==> src/rtl/serial_abs_negator.sv <==
// serial_abs_negator: bit-serial two's-complement sign unit for LSB-first words.
// Each WIDTH-bit word is passed, negated, made absolute or negative-absolute.
// The sign bit arrives last, so every word is replayed from a WIDTH-deep delay
// line through a serial complementer one word later. Ovf flags the case where
// the most-negative value is negated.
module serial_abs_negator #(
    parameter int WIDTH = 8
) (
    input  logic       CLK,
    input  logic       Reset_n,
    input  logic       En,
    input  logic       X,
    input  logic       Sync,
    input  logic [1:0] Mode,
    output logic       N,
    output logic       N_valid,
    output logic       N_last,
    output logic       Ovf
);
    localparam int CW = $clog2(WIDTH);
    localparam logic [CW-1:0] LAST = CW'(WIDTH - 1);

    // Input side
    logic [CW-1:0]    r_cnt;
    logic [1:0]       r_mode_w;
    logic             r_zlow;
    logic [WIDTH-1:0] r_dl;

    // Output side
    logic             r_win;
    logic [CW-1:0]    r_wcnt;
    logic             r_seen;
    logic             r_neg;
    logic             r_ovfw;

    logic [CW-1:0]    w_idx;
    logic             w_first;
    logic             w_done;
    logic             w_neg;
    logic             w_ovf;
    logic             w_d;

    // Sync overrides the counter so the current bit becomes bit 0
    assign w_idx   = Sync ? '0 : r_cnt;
    assign w_first = (w_idx == '0);
    assign w_done  = (w_idx == LAST);
    assign w_d     = r_dl[WIDTH-1];
    assign w_ovf   = w_neg & X & r_zlow;

    // Negation decision at the completion bit, where X is the sign
    always_comb begin
        w_neg = 1'b0;
        case (r_mode_w)
            2'b00: w_neg = 1'b0;
            2'b01: w_neg = 1'b1;
            2'b10: w_neg = X;
            2'b11: w_neg = ~X;
            default: w_neg = 1'b0;
        endcase
    end

    // Bit counter, per-word mode latch, low-bits-zero tracker and delay line
    always_ff @(negedge CLK or negedge Reset_n) begin
        if (!Reset_n) begin
            r_cnt    <= '0;
            r_mode_w <= 2'b00;
            r_zlow   <= 1'b0;
            r_dl     <= '0;
        end else if (En) begin
            r_cnt <= w_done ? '0 : w_idx + 1'b1;
            if (w_first) begin
                r_mode_w <= Mode;
                r_zlow   <= ~X;
            end else begin
                r_zlow   <= r_zlow & ~X;
            end
            r_dl <= {r_dl[WIDTH-2:0], X};
        end
    end

    // Serial complementer: copy bits up to and including the first 1, then
    // invert; a completion edge reloads the window so words chain seamlessly
    always_ff @(negedge CLK or negedge Reset_n) begin
        if (!Reset_n) begin
            r_win   <= 1'b0;
            r_wcnt  <= '0;
            r_seen  <= 1'b0;
            r_neg   <= 1'b0;
            r_ovfw  <= 1'b0;
            N       <= 1'b0;
            N_valid <= 1'b0;
            N_last  <= 1'b0;
            Ovf     <= 1'b0;
        end else if (En) begin
            if (r_win) begin
                N       <= w_d ^ (r_neg & r_seen);
                N_valid <= 1'b1;
                N_last  <= (r_wcnt == LAST);
                Ovf     <= (r_wcnt == LAST) & r_ovfw;
            end else begin
                N       <= 1'b0;
                N_valid <= 1'b0;
                N_last  <= 1'b0;
                Ovf     <= 1'b0;
            end
            if (w_done) begin
                r_win  <= 1'b1;
                r_wcnt <= '0;
                r_seen <= 1'b0;
                r_neg  <= w_neg;
                r_ovfw <= w_ovf;
            end else if (r_win) begin
                r_wcnt <= r_wcnt + 1'b1;
                r_seen <= r_seen | w_d;
                if (r_wcnt == LAST)
                    r_win <= 1'b0;
            end
        end
    end
endmodule

==> config.mk <==
export PLATFORM = sky130hd
export DESIGN_NAME = serial_abs_negator
export DESIGN_NICKNAME = d
export VERILOG_FILES = /design/src/rtl/serial_abs_negator.sv
export SDC_FILE = /design/constraint.sdc
export NUM_CORES = 1
export LEC_CHECK = 0
export ABC_AREA = 0
export CORE_MARGIN = 2
export CORE_UTILIZATION = 49
export DETAILED_ROUTE_END_ITERATION = 7
export PLACE_DENSITY = 0.73
export RECOVER_POWER = 50
export SYNTH_ARGS = -nofsm -noshare
export SYNTH_HDL_FRONTEND = slang
export SYNTH_SLANG_ARGS = --single-unit
==> constraint.sdc <==
create_clock -name CLK -period 1.3 [get_ports CLK]
set_clock_uncertainty 0.1 [all_clocks]
set_input_delay 0.13 -clock CLK [delete_from_list [all_inputs] [get_ports CLK]]
set_output_delay 0.13 -clock CLK [all_outputs]
set_load 0.1 [all_outputs]
# --- Word level (Yosys, flattened, before mapping) ---
# Index checks and enable logic that the tools add are counted.
word_totals:
  regBits: 25
  output_inout_bits: 4
op_classes:
  addsub: 2
  eq_ne: 5
  mux: 15
  n_bitwise: 8
  reduce_logical: 6
ops:
  columns: ["op", "n"]
  rows:
  - ["two-way mux 3 bit", 4]
  - ["two-way mux 1 bit", 10]
  - ["adder 3 x 1 -> 3 bit (second input constant)", 2]
  - ["== test 3 bit (second input constant)", 2]
  - ["AND reduction 2 bit", 3]
  - ["bitwise AND 1 bit", 5]
  - ["== test 2 bit (second input constant)", 2]
  - ["one-hot mux 1 bit (4 select lines)", 1]
  - ["logical NOT 3 bit", 1]
  - ["== test 2 x 1 -> 1 bit (second input constant)", 1]
  - ["logical NOT 2 bit", 1]
  - ["nonzero test 2 bit", 1]
  - ["inverter 1 bit", 1]
  - ["OR 1 bit", 1]
  - ["XOR 1 bit", 1]

# --- Logic depth before layout (Yosys ltp) ---
logic_depth:
  word_depth: 4
  depth_mapped: 7
  ltp_nobuf: 7

==> results.md <==
Outcome:
- The flow ran to the end, but the final reports show violations.
- The final reports fail on setup timing.

STA:
- Setup repair after global routing could not meet its margin everywhere.
- In this run the tightest slew margin relative to its limit is 0.7729.
- For the pin with the worst max-slew slack, the measured transition is 0.3407 ns.
- The summed negative setup slack over all endpoints is -5.065 ns.
- The final count of hold timing violations was 0.
- Setup violations remaining at the end of the flow were counted as 16.
- Once routing completed, OpenROAD measured the worst setup slack at -0.5585 ns.
- The number of slew-limit violations in the final report is 0.

Finish:
- In the final layout, flip-flops and latches occupy 625.6 um^2.
- The multi-input combinational cell area is 613.1 um^2.
- The layout has around 140 filler cells.
- The number of nets in the layout is 131.
- Of the cells placed in the final design, the portion with a size suffix greater than 1 is 0.5254.
- The area overhead of the layout relative to synthesis is 46.06%.
- The post-route standard cell area excluding fillers is 0.001647 mm^2.
- 0 antenna diodes ended up in the layout.

Worst setup path:
- The kind of cell with the highest combined delay on the critical path is flip-flops.
- The startpoint of the lowest-slack register-to-register path is r_cnt[1].
- For the worst setup path, the data arrival time is 1.63 ns.
- The cell with the largest stage delay on the worst path is sky130_fd_sc_hd__dfrtn_1.
- The number of cells on the critical path is 1.
- In this run the critical register-to-register path is captured at r_ovfw.
- The nature of the critical path endpoint is an output pin.
- The signal on the critical path passes through buf_12.
- For the worst setup path, the data required time is 1.07 ns.
- The startpoint-to-endpoint class of the critical path is register to output pin.
- The setup check on the worst reg-to-reg path leaves a slack of -0.15 ns.
- The launching element type of the critical path is a register.
- The highest cell delay on the worst timing path is ~0.48 ns.
- The count of buffering cells on the critical path with inverters included is 1.
- Measured in cells, the most critical reg-to-reg path has a length of 8.
- Along the worst path, the maximum fanout reaches 2.

Place:
- During placement, the flow inserted port buffers numbering 10.
- The routability congestion estimate from global placement is 0.7282.
- Once placement finished, the instance area stood at 0.001481 mm^2.
- The total half-perimeter wirelength after legalization and detailed placement is 1364 um.

Drt:
- The violation count after the first detailed-routing iteration is 9.
- After detailed routing, the average wire length per cell comes to roughly 14 um.
- The wire length the detailed router placed on met1 is 933 um.
- Once detail routing completed, the nets flagged for antenna violations numbered 0.
- Routed signal wires occupy layers up through met4.
- Detailed routing inserted a total of 767 vias.
- The number of detailed-route iterations in the first pass is 4.
- Using the TritonRoute via totals, the vias-per-cell ratio works out to 5.253.
- The routed design uses approximately 1100 um of met2 wire.
- The number of DRC violations after detailed routing is 0.
- In the detailed route, the total length drawn on met3 is 70 um.
- The total routed wirelength is 2101 um.

Logic synthesis:
- The cell count after synthesis came out at 92.
- The number of warnings reported in the yosys synthesis log is 0.
- Among all flip-flop cells after synthesis, the most frequent one is sky130_fd_sc_hd__dfrtn_1.
- The share of flip-flops with an asynchronous set or reset after synthesis is 1.000.
- In the post-synthesis netlist, the biggest area contributors are sky130_fd_sc_hd__dfrtn_1 55%, sky130_fd_sc_hd__mux2_2 11%, sky130_fd_sc_hd__ha_1 5.5%.
- The average instance in the mapped netlist occupies roughly 12 um^2.
- The synthesized design contains 0 enable-type register cells.
- The unique cell type count in the Yosys netlist is 25.
- The number of nets in the synthesized netlist is 104.
- The proportion of synthesized chip area in sequential cells is 0.5549.
- The largest area contributor in the synthesized netlist is sky130_fd_sc_hd__dfrtn_1.
- The top-area cell type share of the netlist area is 0.5549.
- The commonest cells after synthesis are 25 x sky130_fd_sc_hd__dfrtn_1, 11 x sky130_fd_sc_hd__mux2_2, 9 x sky130_fd_sc_hd__nand2_1, 7 x sky130_fd_sc_hd__o21ai_0.
- By instance count, the leading cell after synthesis is sky130_fd_sc_hd__dfrtn_1.
- Synthesis inferred 25 register bits.
- The mapped cell area is 0.001127 mm^2.

Power and ir drop:
- The analysis attributes to cell leakage a power of between 0.7 and 0.8 nW.
- The portion of total power attributed to sequential cells is 0.487.
- The share of total power dissipated in combinational logic is 0.365.
- Summed over all nets, the switching power comes to 778.8 uW.
- The switching part of the total is 0.3303.
- Of the total power, the clock network draws 0.148.
- The internal cell power is 1.579 mW.
- The worst IR drop on VDD is 0.8745 mV.
- The power density over the cells is 1432 mW/mm^2.

Clock tree:
- Clock-pin slew was measured on the worst setup and hold paths at 0.09 ns.
- TritonCTS built the clock tree.
- The maximum count of clock buffers along a single path is 2.
- CTS built an H-tree with a depth of 1.
- The clock latency on the worst-skew pair is ~0.31 ns.
- The number of buffers inserted for hold repair after clock tree synthesis is 0.
- The clock sink total is 25.
- The clock root buffer is sky130_fd_sc_hd__clkbuf_4.
- The clock buffer count from CTS is 3.

Floorplan:
- The full die area is 0.002700 mm^2.
- The area of the core is approximately 0.0022 mm^2.
- The die height is around 52 um.
- For this configuration, the core starts out at a cell density of 0.5146.
- For this design the top-level I/O count stands at 11.
- The width of the die is 51.97 um.
- The total number of placement rows is 17.

GRT:
- The initial antenna violation count came to 0.
- The sum of overflow across all layers after global routing is 0.
- The number of global-route vias before repair was a little under 800.
- The global-route wire length before repair is approximately 3300 um.
- In the global route stage, overall resource usage came out at 0.1689.
- Entering global routing, the biggest net connects 26 pins.

Job:
- The max capacitance violation total is 0.

Worst hold path:
- The worst hold path class is register to register.
- The endpoint with the worst hold slack is r_wcnt[2].
- The number of cells traversed by the worst hold path is 2.
- In this run the most critical hold path is launched from r_wcnt[2].
cell families after synthesis:
| group | after synthesis | share of synthesized area |
|---|---|---|
| adders and majority gates | 5 | 0.05549 |
| AOI/OAI and AO/OA | 15 | 0.08324 |
| and+or+nand+nor | 21 | 0.09546 |
| xor gates and xnor gates | 3 | 0.02331 |
| DFF | 25 | 0.5549 |
| buffers and inverters | 10 | 0.05105 |
| muxes | 13 | 0.1365 |
metal layers:
layer,GRT usage,vias up
met5,0,-
met4,0.07895,0
met3,0.02586,6
met2,0.2827,14
met1,0.2132,380
li1,-,367
placed cells by master (no fill, tap or decap), drive strengths merged:
cell type,netlist,layout
a31oi,1,1
nand3,4,4
a21oi,2,2
dfrtn,25,25
mux2,13,13
clkbuf,0,5
nor2,3,3
dlygate4sd3,0,1
xor2,3,3
a2bb2oi,1,1
inv,6,6
nand2,10,10
o21ai,9,9
nand4,1,1
buf,4,20
clkinvlp,0,1
dlygate4sd2,0,1
and2b,1,1
clkdlybuf4s50,0,2
o2bb2ai,2,2
nand2b,2,2
ha,5,5
stage by stage:
stage / setup WS, ns / std cells / hold WS, ns / total power, mW / utilization
6_report: -0.5585 / 146 / 0.3647 / 2.358 / 0.7516
5_1_grt: -0.5940 / 146 / 0.3871 / 2.499 / 0.7516
3_5_place_dp: -1.077 / 137 / 0.3449 / 1.921 / 0.6762
2_1_floorplan: -0.5441 / 92 / 0.2758 / 1.690 / -
3_3_place_gp: -1.037 / 137 / 0.3403 / 1.889 / 0.6762
4_1_cts: -0.5828 / 142 / 0.3484 / 2.311 / 0.7030
what timing repair did:
action / CTS / global route
cloned: 0 / 1
endpoints found under the setup margin: 29 / 17
gates resized for setup: 20 / 15
pin swaps: 4 / 4
setup buffers: 1 / 3
how the worst max path moves through the flow:
stage | to | slack, ns | from
2_1_floorplan | N | -0.54 | N
3_3_place_gp | r_cnt[2] | -1.04 | Sync
3_5_place_dp | r_cnt[2] | -1.08 | Sync
4_1_cts | N | -0.58 | N
5_1_grt | N | -0.59 | N
6_report | Ovf | -0.56 | Ovf
flip-flops by register name, summed over array words and instances, names as in the netlist:
| register | cells |
|---|---|
| N | 1 |
| r_wcnt | 3 |
| r_dl | 8 |
| r_ovfw | 1 |
| r_cnt | 3 |
| r_neg | 1 |
| Ovf | 1 |
| N_valid | 1 |
| r_zlow | 1 |
| r_mode_w | 2 |
| r_win | 1 |
| N_last | 1 |
| r_seen | 1 |
final cells by class:
cell class	count	area share
clock inverter	1	0.004559
multi-input combinational	57	0.3723
inverter	6	0.01976
sequential	25	0.3799
clock buffer	3	0.01368
tap	28	0.02128
timing repair buffer	26	0.1884
power groups by stage:
| stage | Combinational, mW | Sequential [mW] | Clock (mW) |
|---|---|---|---|
| global placement | 0.750 | 1.14 | 0 |
| CTS | 0.796 | 1.14 | 0.376 |
| detailed placement | 0.774 | 1.15 | 0 |
| global route | 0.932 | 1.17 | 0.395 |
| finish | 0.861 | 1.15 | 0.350 |
| floorplan | 0.487 | 1.20 | 0 |
Power figures use the tool's default switching activity.
